### src/rtl/pipe_pkg.sv
// Shared pipeline definitions for the RV32I core: widths, bubble encoding and
// the IF/ID register layout that the decode stage also consumes.
package pipe_pkg;

    localparam int XLEN = 32;

    localparam logic [XLEN-1:0] NOP_INSTR        = 32'h0000_0013;
    localparam logic [XLEN-1:0] RESET_PC_DEFAULT = 32'h0000_0000;

    typedef struct packed {
        logic            valid;
        logic [XLEN-1:0] pc;
        logic [XLEN-1:0] pc4;
        logic [XLEN-1:0] instr;
    } if_id_t;

    // Instruction fetches are always word aligned; low bits are dropped.
    function automatic logic [XLEN-1:0] align_word(input logic [XLEN-1:0] addr);
        return {addr[XLEN-1:2], 2'b00};
    endfunction

endpackage

### src/rtl/pc_gen.sv
// Program counter register with next-PC selection (redirect, hold, advance)
// and a one-cycle flag for misaligned redirect targets.
module pc_gen
    import pipe_pkg::*;
#(
    parameter logic [31:0] RESET_PC = RESET_PC_DEFAULT
) (
    input  logic        clk,
    input  logic        reset,
    input  logic        stall,
    input  logic        redirect,
    input  logic [31:0] redirect_pc,
    output logic [31:0] pc,
    output logic        misalign
);

    logic [XLEN-1:0] pc_p0;
    logic [XLEN-1:0] pc_next;
    logic            misalign_p0;

    // Flush does not appear here: a bubbled fetch still advances the PC.
    always_comb begin
        pc_next = pc_p0 + 32'd4;
        if (redirect) begin
            pc_next = align_word(redirect_pc);
        end else if (stall) begin
            pc_next = pc_p0;
        end
    end

    always_ff @(posedge clk) begin
        if (reset) begin
            pc_p0       <= RESET_PC;
            misalign_p0 <= 1'b0;
        end else begin
            pc_p0       <= pc_next;
            misalign_p0 <= redirect & (|redirect_pc[1:0]);
        end
    end

    assign pc       = pc_p0;
    assign misalign = misalign_p0;

endmodule

### src/rtl/fetch_stage.sv
// Instruction-fetch stage: drives the instruction memory from the PC and
// captures instruction, PC and PC+4 into the IF/ID register.
module fetch_stage #(
    parameter logic [31:0] RESET_PC  = pipe_pkg::RESET_PC_DEFAULT,
    parameter logic [31:0] NOP_INSTR = pipe_pkg::NOP_INSTR
) (
    input  logic        clk,
    input  logic        reset,
    input  logic        stall_i,
    input  logic        flush_i,
    input  logic        redirect_i,
    input  logic [31:0] redirect_pc_i,
    output logic [31:0] imem_addr_o,
    input  logic [31:0] imem_rdata_i,
    output logic        id_valid_o,
    output logic [31:0] id_pc_o,
    output logic [31:0] id_pc4_o,
    output logic [31:0] id_instr_o,
    output logic        misalign_o,
    output logic [31:0] fetch_count_o
);
    import pipe_pkg::*;

    logic [XLEN-1:0] pc;
    logic [XLEN-1:0] pc_plus4;
    logic            accept;
    if_id_t          if_id_p1;
    logic [XLEN-1:0] count_p1;

    function automatic logic [XLEN-1:0] sat_inc(input logic [XLEN-1:0] val);
        return (&val) ? val : val + 32'd1;
    endfunction

    pc_gen #(
        .RESET_PC (RESET_PC)
    ) u_pc_gen (
        .clk         (clk),
        .reset       (reset),
        .stall       (stall_i),
        .redirect    (redirect_i),
        .redirect_pc (redirect_pc_i),
        .pc          (pc),
        .misalign    (misalign_o)
    );

    assign pc_plus4    = pc + 32'd4;
    assign imem_addr_o = pc;
    // Memory data is only looked at on accepting edges so garbage during
    // stall/redirect/flush never reaches IF/ID.
    assign accept      = !redirect_i && !stall_i && !flush_i;

    // IF -> ID boundary
    always_ff @(posedge clk) begin
        if (reset) begin
            if_id_p1.valid <= 1'b0;
            if_id_p1.pc    <= '0;
            if_id_p1.pc4   <= '0;
            if_id_p1.instr <= NOP_INSTR;
            count_p1       <= '0;
        end else if (redirect_i || (flush_i && !stall_i)) begin
            if_id_p1.valid <= 1'b0;
            if_id_p1.pc    <= pc;
            if_id_p1.pc4   <= pc_plus4;
            if_id_p1.instr <= NOP_INSTR;
        end else if (accept) begin
            if_id_p1.valid <= 1'b1;
            if_id_p1.pc    <= pc;
            if_id_p1.pc4   <= pc_plus4;
            if_id_p1.instr <= imem_rdata_i;
            count_p1       <= sat_inc(count_p1);
        end
    end

    assign id_valid_o    = if_id_p1.valid;
    assign id_pc_o       = if_id_p1.pc;
    assign id_pc4_o      = if_id_p1.pc4;
    assign id_instr_o    = if_id_p1.instr;
    assign fetch_count_o = count_p1;

endmodule

### config.mk
export PLATFORM = sky130hd
export DESIGN_NAME = fetch_stage
export DESIGN_NICKNAME = d
export VERILOG_FILES = /design/src/rtl/pipe_pkg.sv /design/src/rtl/pc_gen.sv /design/src/rtl/fetch_stage.sv
export SDC_FILE = /design/constraint.sdc
export NUM_CORES = 1
export LEC_CHECK = 0
export CAP_MARGIN = 20
export CORE_AREA = 3 3 134 136
export CTS_CLUSTER_SIZE = 24
export DETAILED_ROUTE_END_ITERATION = 12
export DIE_AREA = 0 0 137 139
export PLACE_DENSITY = 0.86
export SLEW_MARGIN = 0
export SYNTH_ARGS = -nofsm -noshare
export SYNTH_HDL_FRONTEND = slang
export SYNTH_SLANG_ARGS = --single-unit
export TNS_END_PERCENT = 10
### constraint.sdc
create_clock -name clk -period 2.2 [get_ports clk]
set_clock_uncertainty 0.05 [all_clocks]
set_input_delay 0.44 -clock clk [delete_from_list [all_inputs] [get_ports clk]]
set_output_delay 0.44 -clock clk [all_outputs]
set_load 0.005 [all_outputs]
==> results.md, run 1 <==
* Synthesized area per cell at 7.96 um^2
* Yosys reg bits at 156
* Total die area at 0.0190 mm^2
* Total gr overflow at 0
* Vias per Instance at 5.35
* TNS Setup at -0.385 ns
* Post-synth top area share at 44.7%
* Area contributors post-synth: dfxtp_1, nand2_1, a21oi_1, xor2_1, clkbuf_1
* First-pass GRT wire length at 36.6 mm
* Placed Cells at 1353
* Most frequent cells in the layout: clkdlybuf4s50_1, nand2_1, dfxtp_1, a21oi_1, buf_4
* Synthesis-to-finish area growth at 53.2%
* Sequential element share of the synthesized area at 44.7%
* Worst vdd ir at 0.502 mV
* I/O pin total at 231
* # H-tree levels at 4
* RR Startpoint: fetch_count_o[1]
* Leading area contributor after synthesis: dfxtp_1
* Cell variety after synth at 47
* RSZ-0062 raised after global routing: yes
* Post-CTS Hold Fix Bufs at 0
* Max Cap Viol at 0
* Post-route ant nets at 0
* Post-synth EDFFs at 0
* HP Class: input pin to flop
* Yosys warns at 0
* Leak at 0.00393 uW
* Port Buffers at 224
* Initial Util at 41.0%
* Critical Path RT at 2.51 ns
* Layout cells sized above 1 at 14.1%
* CTS Buf Count at 17
* Worst R2R End: fetch_count_o[26]
* Commonest non-fill, non-tap cell in the layout: clkdlybuf4s50_1
* Drt pass-1 iters at 5
* Buf/Inv on CP at 0
* CP arrival at 2.62 ns
* Die Span X at 137 um
* Failing checks: setup timing
* Hold endpoint: u_pc_gen.pc[11]
* Min cycle time layout at 2.31 ns
* CTS tree: done
* Critical path depth in cells at 6
* Final Max Slew Viols at 0
* Fin nets at 1219
* Rel. slew slack at 53.8%
* Hold-critical path depth at 2
* Max Buffers Root-to-Sink at 2
* Setup violations, final at 4
* CTS clk-pin slew, worst paths at 0.07 ns
* CP Capture Type: flop
* Vias at 7427
* Gr usage total at 23.6%
* Finished Layout Cells at 1387
* HP Start: reset
* Max Freq at 0.434 GHz
* Die H at 139 um
* DP HPWL at 16.9 mm
* Routed WL at 23.2 mm
* Number of global-route vias before repair at 7141
* Starting DRT DRC Count at 445
* Setup ws final at -0.106 ns
* Post-synthesis cell count at 879
* Critical Path Start Type: flop
* Routability cong. at 0.901
* Power per cell area at 625 mW/mm^2
* Clock latency on the worst-skew pair at 0.42 ns
* Async SR Flop Fraction at 0%
* Post-synth top flop: dfxtp_1
* Crit-path cells: ha_4 -> nand3_4 -> or4_4 -> or4b_4 -> or3_1 -> a21oi_1
* Core Box Area at 0.0171 mm^2
* Fin crit share at 105%
* Largest net degree at the start of global routing at 61
* Final Hold Viols at 0
* Status: finished with violations
* DRC viols at 0
* CP max FO at 5
* Crit path kind: flop to flop
* Rows at 48
* Routed len/inst at 16.7 um
* CP max stage cell: or4b_4
* CTS sink cnt at 156
* Mapped Area at 0.00699 mm^2
* Initial antenna violation count at 2
* Pre-CTS WS at -0.446 ns
* Worst-margin pin slew at 0.693 ns
* CTS Root Cell: clkbuf_16
* Slowest cell delay on critical path at 0.60 ns
* Reg-to-reg slack, setup at -0.11 ns
* Delay-heaviest family, CP: simple AND/OR/NAND/NOR gates
* FF-to-FF path depth at 6
[worst register-to-register path: stages (launching register included)]
cell and delay [ns]:
dfxtp_4 0.36, ha_4 0.15, nand3_4 0.08, or4_4 0.53
or4b_4 0.60, or3_1 0.37, a21oi_1 0.12
[worst max path at each step]
stage,slack [ns],end,from
2_1_floorplan,-0.10,fetch_count_o[28],fetch_count_o[1]
6_report,-0.11,fetch_count_o[26],fetch_count_o[1]
3_3_place_gp,-0.42,fetch_count_o[11],stall_i
5_1_grt,-0.16,fetch_count_o[28],fetch_count_o[1]
3_5_place_dp,-0.45,fetch_count_o[30],stall_i
4_1_cts,-0.09,fetch_count_o[30],fetch_count_o[1]
[through the flow]
step / area (um^2) / hold WS [ns] / total power [uW] / utilization (%)
after floorplan: 7060 / 0.398 / 3400 / -
after global placement: 10000 / 0.387 / 3890 / 58.9
after detailed placement: 10000 / 0.395 / 3910 / 58.9
after CTS: 10600 / 0.372 / 6720 / 62.3
after global routing: 10700 / 0.389 / 6920 / 62.8
final: 10700 / 0.375 / 6690 / 62.8
[routing by layer]
metal	part of all wire [%]	track usage, %	wire, um	vias up
met4	2.3	7.62	527	2
met2	48	38.8	11200	320
met1	41	29.2	9430	3503
met3	8.9	7.69	2070	37
met5	0.056	0	13	-
li1	-	-	-	3565
[sequential cells by signal (all words and copies together), names as in the netlist]
name               cells
fetch_count_o         32
id_instr_o            32
id_pc4_o              30
id_pc_o               30
id_valid_o             1
u_pc_gen.misalign      1
u_pc_gen.pc           30
[report_power, final]
group          internal, uW  switching [uW]
combinational           465             384
clock                  1580            1260
sequential             2930            71.5
[logic make-up (layout without fill, tap and decap cells)]
logic type | count (synthesis) | after routing | synth area share [%]
xor+xnor | 50 | 50 | 6.26
other cells | 1 | 7 | 0.0536
buf+inv | 96 | 372 | 5.55
mux | 7 | 7 | 1.02
compound gates | 204 | 204 | 16.7
fa+ha+maj | 2 | 2 | 0.358
flops | 156 | 156 | 44.7
simple gates | 363 | 364 | 25.4
[final cells by class]
class / count / area [um^2]
Tap cell: 225 / 282
Timing Repair Buffer: 316 / 3000
Inverter: 24 / 90.1
Clock inverter: 14 / 136
Antenna cell: 1 / 2.50
Clock buffer: 18 / 429
Fill cell: 1393 / 6340
Sequential cell: 156 / 3140
Multi-Input combinational cell: 633 / 3630
[cells in the mapped netlist (10+ instances only)]
master      n
dfxtp_1   156
nand2_1   151
a21oi_1   113
clkbuf_1   60
nor2_1     58
o21ai_0    35
or3_1      35
xor2_1     27
inv_1      24
nor3_1     23
xnor2_1    23
a211oi_1   22
nand3_1    21
o21a_1     19
nand4_1    16
nor4_1     10
[what timing repair did]
action	CTS	global route
setup endpoints to repair	12	29
resized for setup	3	22
gates cloned	0	1
pin swaps	3	5
buffers inserted	0	0
No activity file was read; power rests on OpenSTA's default activity.
==> inputs of run 2 (changes only) <==
--- a/config.mk
+++ b/config.mk
@@ -5,12 +5,13 @@
 export SDC_FILE = /design/constraint.sdc
 export NUM_CORES = 1
 export LEC_CHECK = 0
+export ABC_AREA = 1
 export CAP_MARGIN = 20
-export CORE_AREA = 3 3 134 136
+export CORE_AREA = 3 3 137 139
 export CTS_CLUSTER_SIZE = 24
 export DETAILED_ROUTE_END_ITERATION = 12
-export DIE_AREA = 0 0 137 139
-export PLACE_DENSITY = 0.86
+export DIE_AREA = 0 0 140 142
+export PLACE_DENSITY = 0.87
 export SLEW_MARGIN = 0
 export SYNTH_ARGS = -nofsm -noshare
 export SYNTH_HDL_FRONTEND = slang
==> constraint.sdc (replaced) <==
create_clock -name clk -period 2.2 [get_ports clk]
set_clock_uncertainty 0.05 [all_clocks]
set_input_delay 0.44 -clock clk [delete_from_list [all_inputs] [get_ports clk]]
set_output_delay 0.44 -clock clk [all_outputs]
set_load 0.05 [all_outputs]
==> results.md, run 2 <==
* Status: completed
* Commonest non-fill, non-tap cell in the layout: nand2_1
* RSZ-0062 raised after global routing: yes
* Slowest cell delay on critical path at 0.84 ns (+0.24 ns)
* Gr usage total at 23.5% (-0.16 points)
* Yosys reg bits at 156 (unchanged)
* Routability cong. at 0.980 (+8.7%)
* CTS sink cnt at 156 (unchanged)
* Total gr overflow at 0 (unchanged)
* Async SR Flop Fraction at 0% (unchanged)
* Mapped Area at 0.00759 mm^2 (+8.6%)
* Buf/Inv on CP at 1 (+1)
* Post-DP Area at 0.0101 mm^2 (+0.80%)
* Die Span X at 140 um (+2.2%)
* Worst-margin pin slew at 0.755 ns (+0.0622 ns)
* Hold-critical path depth at 2 (unchanged)
* Initial antenna violation count at 0 (-2)
* Post-synth top cells: nand2_1, dfxtp_1, nor2_1
* CP arrival at 1.69 ns (-0.93 ns)
* Leak at 0.00462 uW (+18%)
* Setup ws final at 0.0245 ns (+0.131 ns)
* Setup repair bufs after CTS at 0 (unchanged)
* Critical Path RT at 1.71 ns (-0.80 ns)
* Setup violations, final at 0 (-4)
* Fin crit share at 98.9% (-5.9 points)
* Post-synth top area share at 41.1% (-3.5 points)
* Routed len/inst at 15.0 um (-10%)
* Rows at 49 (+2.1%)
* Max Cap Viol at 0 (unchanged)
* Met1 usage at 31.1% (+1.8 points)
* Register area at 0.00312 mm^2 (-0.44%)
* Vias at 8033 (+8.2%)
* CTS Root Cell: clkbuf_16
* DRC viols at 0 (unchanged)
* Post-synth top flop: dfxtp_1
* Delay-heaviest family, CP: buffers and inverters
* Max Buffers Root-to-Sink at 2 (unchanged)
* Max Freq at 0.460 GHz (+6.0%)
* CTS clk-pin slew, worst paths at 0.06 ns (about the same)
* I/O pin total at 231 (unchanged)
* FF-to-FF path depth at 10 (+4)
* DP HPWL at 17.2 mm (+1.6%)
* Reg-to-reg slack, setup at 0.16 ns (+0.27 ns)
* Fin nets at 1410 (+16%)
* Layout filler cell count at 1602 (+15%)
* Antenna cells at 0 (-1)
* Post-synth EDFFs at 0 (unchanged)
* Synthesized area per cell at 6.78 um^2 (-15%)
* Post-CTS Hold Fix Bufs at 0 (unchanged)
* Number of global-route vias before repair at 7557 (+5.8%)
* Final Max Slew Viols at 0 (unchanged)
* Largest net degree at the start of global routing at 59 (-3.3%)
* Core Box Area at 0.0178 mm^2 (+4.2%)
* Most common cell in the netlist: nand2_1
* Cell variety after synth at 36 (-23%)
* Worst vdd ir at 0.571 mV (+14%)
* # H-tree levels at 4 (unchanged)
* Routed WL at 23.7 mm (+2.2%)
* RR Startpoint: fetch_count_o[1]
* Drt pass-1 iters at 5 (unchanged)
* Starting DRT DRC Count at 768 (+73%)
* Crit path from: fetch_count_o[6]
* Post_cts resized at 23 (+20)
* Total die area at 0.0199 mm^2 (+4.4%)
* Rel. slew slack at 49.7% (-4.1 points)
* Leading area contributor after synthesis: dfxtp_1
* CP Capture Type: primary output
* HP Start: id_instr_o[11]
* First-pass GRT wire length at 38.4 mm (+5.1%)
* Min cycle time layout at 2.18 ns (-0.131 ns)
* Crit path kind: flop to primary output
* HP Class: flop to flop
* Final Hold Viols at 0 (unchanged)
* Port Buffers at 224 (unchanged)
* Synthesis-to-finish area growth at 41.8%
* CP max FO at 5 (unchanged)
* Die H at 142 um (+2.2%)
* Post-synthesis cell count at 1121 (+28%)
* Critical Path Start Type: flop
* CTS Buf Count at 17 (unchanged)
* CP max stage cell: clkdlybuf4s50_1
* Most frequent cells in the layout: nand2_1, clkdlybuf4s50_1, dfxtp_1, nor2_1, inv_1
* Post-route ant nets at 0 (unchanged)
* Pre-CTS WS at 0.0139 ns (+0.460 ns)
* Clock latency on the worst-skew pair at 0.42 ns (about the same)
* Layout cells sized above 1 at 8.43% (-5.7 points)
* Power per cell area at 687 mW/mm^2 (+10%)
* Multi-input logic area at 0.00383 mm^2 (+5.5%)
* CTS tree: done
* Initial Util at 42.7% (+1.7 points)
* Area contributors post-synth: dfxtp_1, nand2_1, nor2_1, a21oi_1, o21ai_0
* Critical path depth in cells at 1 (-5)
* Crit-path cells: clkdlybuf4s50_1
* Yosys warns at 0 (unchanged)
* Top Usage Layer GRT: met2
* Vias per Instance at 5.08 (-5.1%)
* Sequential element share of the synthesized area at 41.1% (-3.5 points)
* Met3 GRT Util at 5.61% (-2.1 points)
* M2 GR Usage at 38.5% (-0.32 points)
* Finished Cell Area at 0.0108 mm^2 (+0.54%)
run 2: kinds of logic after synthesis:
| logic type | after synthesis | synth area share, % |
|---|---|---|
| other | 1 | 0.0494 |
| xor gates and xnor gates | 28 | 3.23 |
| and+or+nand+nor | 559 | 30.7 |
| AOI/OAI and AO/OA | 215 | 15.8 |
| DFF | 156 | 41.1 |
| buffers and inverters | 160 | 8.73 |
| adders and majority gates | 2 | 0.329 |
run 2: final cells by class:
type / instances / share of cell area, %
sequential: 156 / 29.0
timing repair buffer: 252 / 23.3
clock inverter: 12 / 1.67
multi-input combinational: 810 / 35.6
tap: 229 / 2.66
clock buffer: 20 / 4.24
inverter: 102 / 3.55
run 2: final timing paths:
kind / endpoint
hold reg to reg: id_instr_o[11]
hold / removal: id_instr_o[11]
setup reg to reg: fetch_count_o[10]
setup / recovery: fetch_count_o[6]
run 2: where the power goes:
part / internal (uW) / switching [uW] / leakage, uW
Sequential: 2940 / 93.0 / 0.00127
Combinational: 422 / 769 / 0.00304
Clock: 1970 / 1210 / 0.000308
run 2: per-layer routing:
metal,vias up,wire length [um]
met5,-,0
met4,0,458
met3,35,1930
met2,317,11100
met1,3704,10300
li1,3977,-
run 2: per-stage QoR:
| step | utilization (%) | hold WS, ns | TNS (ns) | cells | total power (uW) |
|---|---|---|---|---|---|
| floorplan | - | 0.516 | 0 | 1126 | 3810 |
| global placement | 57.0 | 0.397 | 0 | 1549 | 4270 |
| finish | 60.6 | 0.407 | 0 | 1581 | 7400 |
| CTS | 60.4 | 0.413 | 0 | 1581 | 7470 |
| global route | 60.6 | 0.437 | -0.138 | 1581 | 7660 |
| detailed placement | 57.0 | 0.403 | 0 | 1549 | 4290 |
run 2: worst reg2reg max path, delay by kind of cell (launching register included):
kind / cells / cell delay (ns)
AOI/OAI and AO/OA: 1 / 0.07
adders and majority gates: 1 / 0.22
buffers and inverters: 2 / 0.35
DFF: 1 / 0.42
and+or+nand+nor: 6 / 0.78
==> inputs of run 3 (changes only) <==
==> constraint.sdc (replaced) <==
create_clock -name clk -period 2.2 [get_ports clk]
set_clock_uncertainty 0.05 [all_clocks]
set_input_delay 0.33 -clock clk [delete_from_list [all_inputs] [get_ports clk]]
set_output_delay 0.33 -clock clk [all_outputs]
set_load 0.05 [all_outputs]
==> results.md, run 3 (synthesis results as in run 2) <==
* Core Box Area at 0.0178 mm^2 (unchanged)
* Most frequent cells in the layout: nand2_1, clkdlybuf4s50_1, dfxtp_1, nor2_1, inv_1
* Number of global-route vias before repair at 7656 (+1.3%)
* HP Class: input pin to flop
* Delay-heaviest family, CP: buffers and inverters
* Crit path from: u_pc_gen.pc[14]
* Power per cell area at 678 mW/mm^2 (-1.4%)
* Initial antenna violation count at 0 (unchanged)
* Total die area at 0.0199 mm^2 (unchanged)
* Post-route ant nets at 0 (unchanged)
* Port Buffers at 224 (unchanged)
* Final Max Slew Viols at 0 (unchanged)
* Layout filler cell count at 1583 (-1.2%)
* Fin nets at 1407 (-0.21%)
* DRC viols at 0 (unchanged)
* Placed Cells at 1546 (-0.19%)
* Starting DRT DRC Count at 620 (-19%)
* Post-CTS Hold Fix Bufs at 0 (unchanged)
* Rows at 49 (unchanged)
* Critical Path Start Type: flop
* # H-tree levels at 4 (unchanged)
* Final Hold Viols at 0 (unchanged)
* I/O pin total at 231 (unchanged)
* Worst vdd ir at 0.685 mV (+20%)
* CTS sink cnt at 156 (unchanged)
* Slowest cell delay on critical path at 0.89 ns (+0.05 ns)
* Vias per Instance at 5.12 (+0.70%)
* Critical Path RT at 1.82 ns (+0.11 ns)
* DP HPWL at 17.3 mm (+1.1%)
* Clock latency on the worst-skew pair at 0.43 ns (about the same)
* Crit-path cells: clkdlybuf4s50_1
* HP Start: reset
* CTS Buf Count at 17 (unchanged)
* CTS Root Cell: clkbuf_16
* Routed WL at 24.1 mm (+1.5%)
* CP arrival at 1.80 ns (+0.11 ns)
* Max Freq at 0.458 GHz (-0.37%)
* CP Capture Type: primary output
* Crit path kind: flop to primary output
* Largest net degree at the start of global routing at 59 (unchanged)
* Gr usage total at 23.6% (+0.14 points)
* Buf/Inv on CP at 1 (unchanged)
* Setup violations, final at 0 (unchanged)
* CTS tree: done
* Finished Layout Cells at 1577 (-0.25%)
* Drt pass-1 iters at 6 (+1)
* Vias at 8069 (+0.45%)
* Max Buffers Root-to-Sink at 2 (unchanged)
* TNS Setup at 0 ns (unchanged)
* Antenna cells at 0 (unchanged)
* Layout cells sized above 1 at 7.27% (-1.2 points)
* Routed len/inst at 15.3 um (+1.8%)
* RR Startpoint: fetch_count_o[1]
* Worst-margin pin slew at 0.808 ns (+0.0530 ns)
* Die H at 142 um (unchanged)
* Total gr overflow at 0 (unchanged)
* Initial Util at 42.7% (unchanged)
* Status: completed
* CP max FO at 6 (+1)
* Min cycle time layout at 2.18 ns (+0.00805 ns)
* Die Span X at 140 um (unchanged)
* Synthesis-to-finish area growth at 41.2%
* Fin crit share at 99.3% (+0.37 points)
* Leak at 0.00428 uW (-7.4%)
* RSZ-0062 raised after global routing: no
* Rel. slew slack at 46.1% (-3.5 points)
* Routability cong. at 1.00 (+2.2%)
* CTS clk-pin slew, worst paths at 0.06 ns (about the same)
* First-pass GRT wire length at 38.5 mm (about the same)
* Commonest non-fill, non-tap cell in the layout: nand2_1
* CP max stage cell: clkdlybuf4s50_1
* Max Cap Viol at 0 (unchanged)
==> run 3: changes by cell type in the layout (fill, tap and decap cells not counted), moves of 2 or more <==
cell / previous run / this run
dlymetal6s2s_1: 14 / 3
clkinv_4: 0 / 2
dlygate4sd2_1: 23 / 2
buf_12: 7 / 5
inv_6: 4 / 1
buf_4: 34 / 21
clkdlybuf4s50_1: 173 / 217
==> run 3: final timing paths <==
kind | end | slack, ns | cells past startpoint
worst max-delay path | imem_addr_o[14] | 0.02 | 1
worst min-delay path | fetch_count_o[20] | 0.32 | 4
worst max register to register | fetch_count_o[25] | 0.18 | 10
worst min register to register | id_instr_o[17] | 0.41 | 2
==> run 3: final cells by class <==
| class | count | area [um^2] | share of cell area, % |
|---|---|---|---|
| sequential | 156 | 3120 | 29.1 |
| clock inverter | 10 | 139 | 1.29 |
| inverter | 102 | 383 | 3.57 |
| tap | 229 | 287 | 2.67 |
| clock buffer | 21 | 470 | 4.39 |
| timing repair buffer | 249 | 2490 | 23.2 |
| multi-input combinational | 810 | 3830 | 35.7 |
==> run 3: stage by stage <==
| stage | hold slack (ns) | area, um^2 | power (uW) | setup WS (ns) | util [%] |
|---|---|---|---|---|---|
| 2_1_floorplan | 0.406 | 7610 | 3810 | 0.00782 | - |
| 3_3_place_gp | 0.396 | 10100 | 4260 | 0.134 | 56.9 |
| 3_5_place_dp | 0.405 | 10100 | 4280 | 0.0615 | 56.9 |
| 4_1_cts | 0.318 | 10700 | 7310 | 0.0106 | 60.3 |
| 5_1_grt | 0.359 | 10700 | 7520 | 0.000505 | 60.3 |
| 6_report | 0.318 | 10700 | 7270 | 0.0165 | 60.3 |
==> run 3: timing repair <==
action / CTS / global route
cloned: 0 / 0
resized for setup: 2 / 3
setup buffers: 0 / 0
setup endpoints to repair: 2 / 3
endpoints found under the hold margin: 0 / 0
==> run 3: report_power, final <==
part	internal (uW)	switching, uW
Sequential	2940	97.6
Combinational	421	765
Clock	1870	1180
Total	5230	2040
==> run 3: routing by layer <==
metal  global-route usage (%)  wire length, um  vias to the layer above
met2                     38.8            11400                      320
met3                     5.98             1880                       37
met1                     30.2            10300                     3729
li1                         -                -                     3983
met4                     8.82              556                        0
met5                        0                0                        -
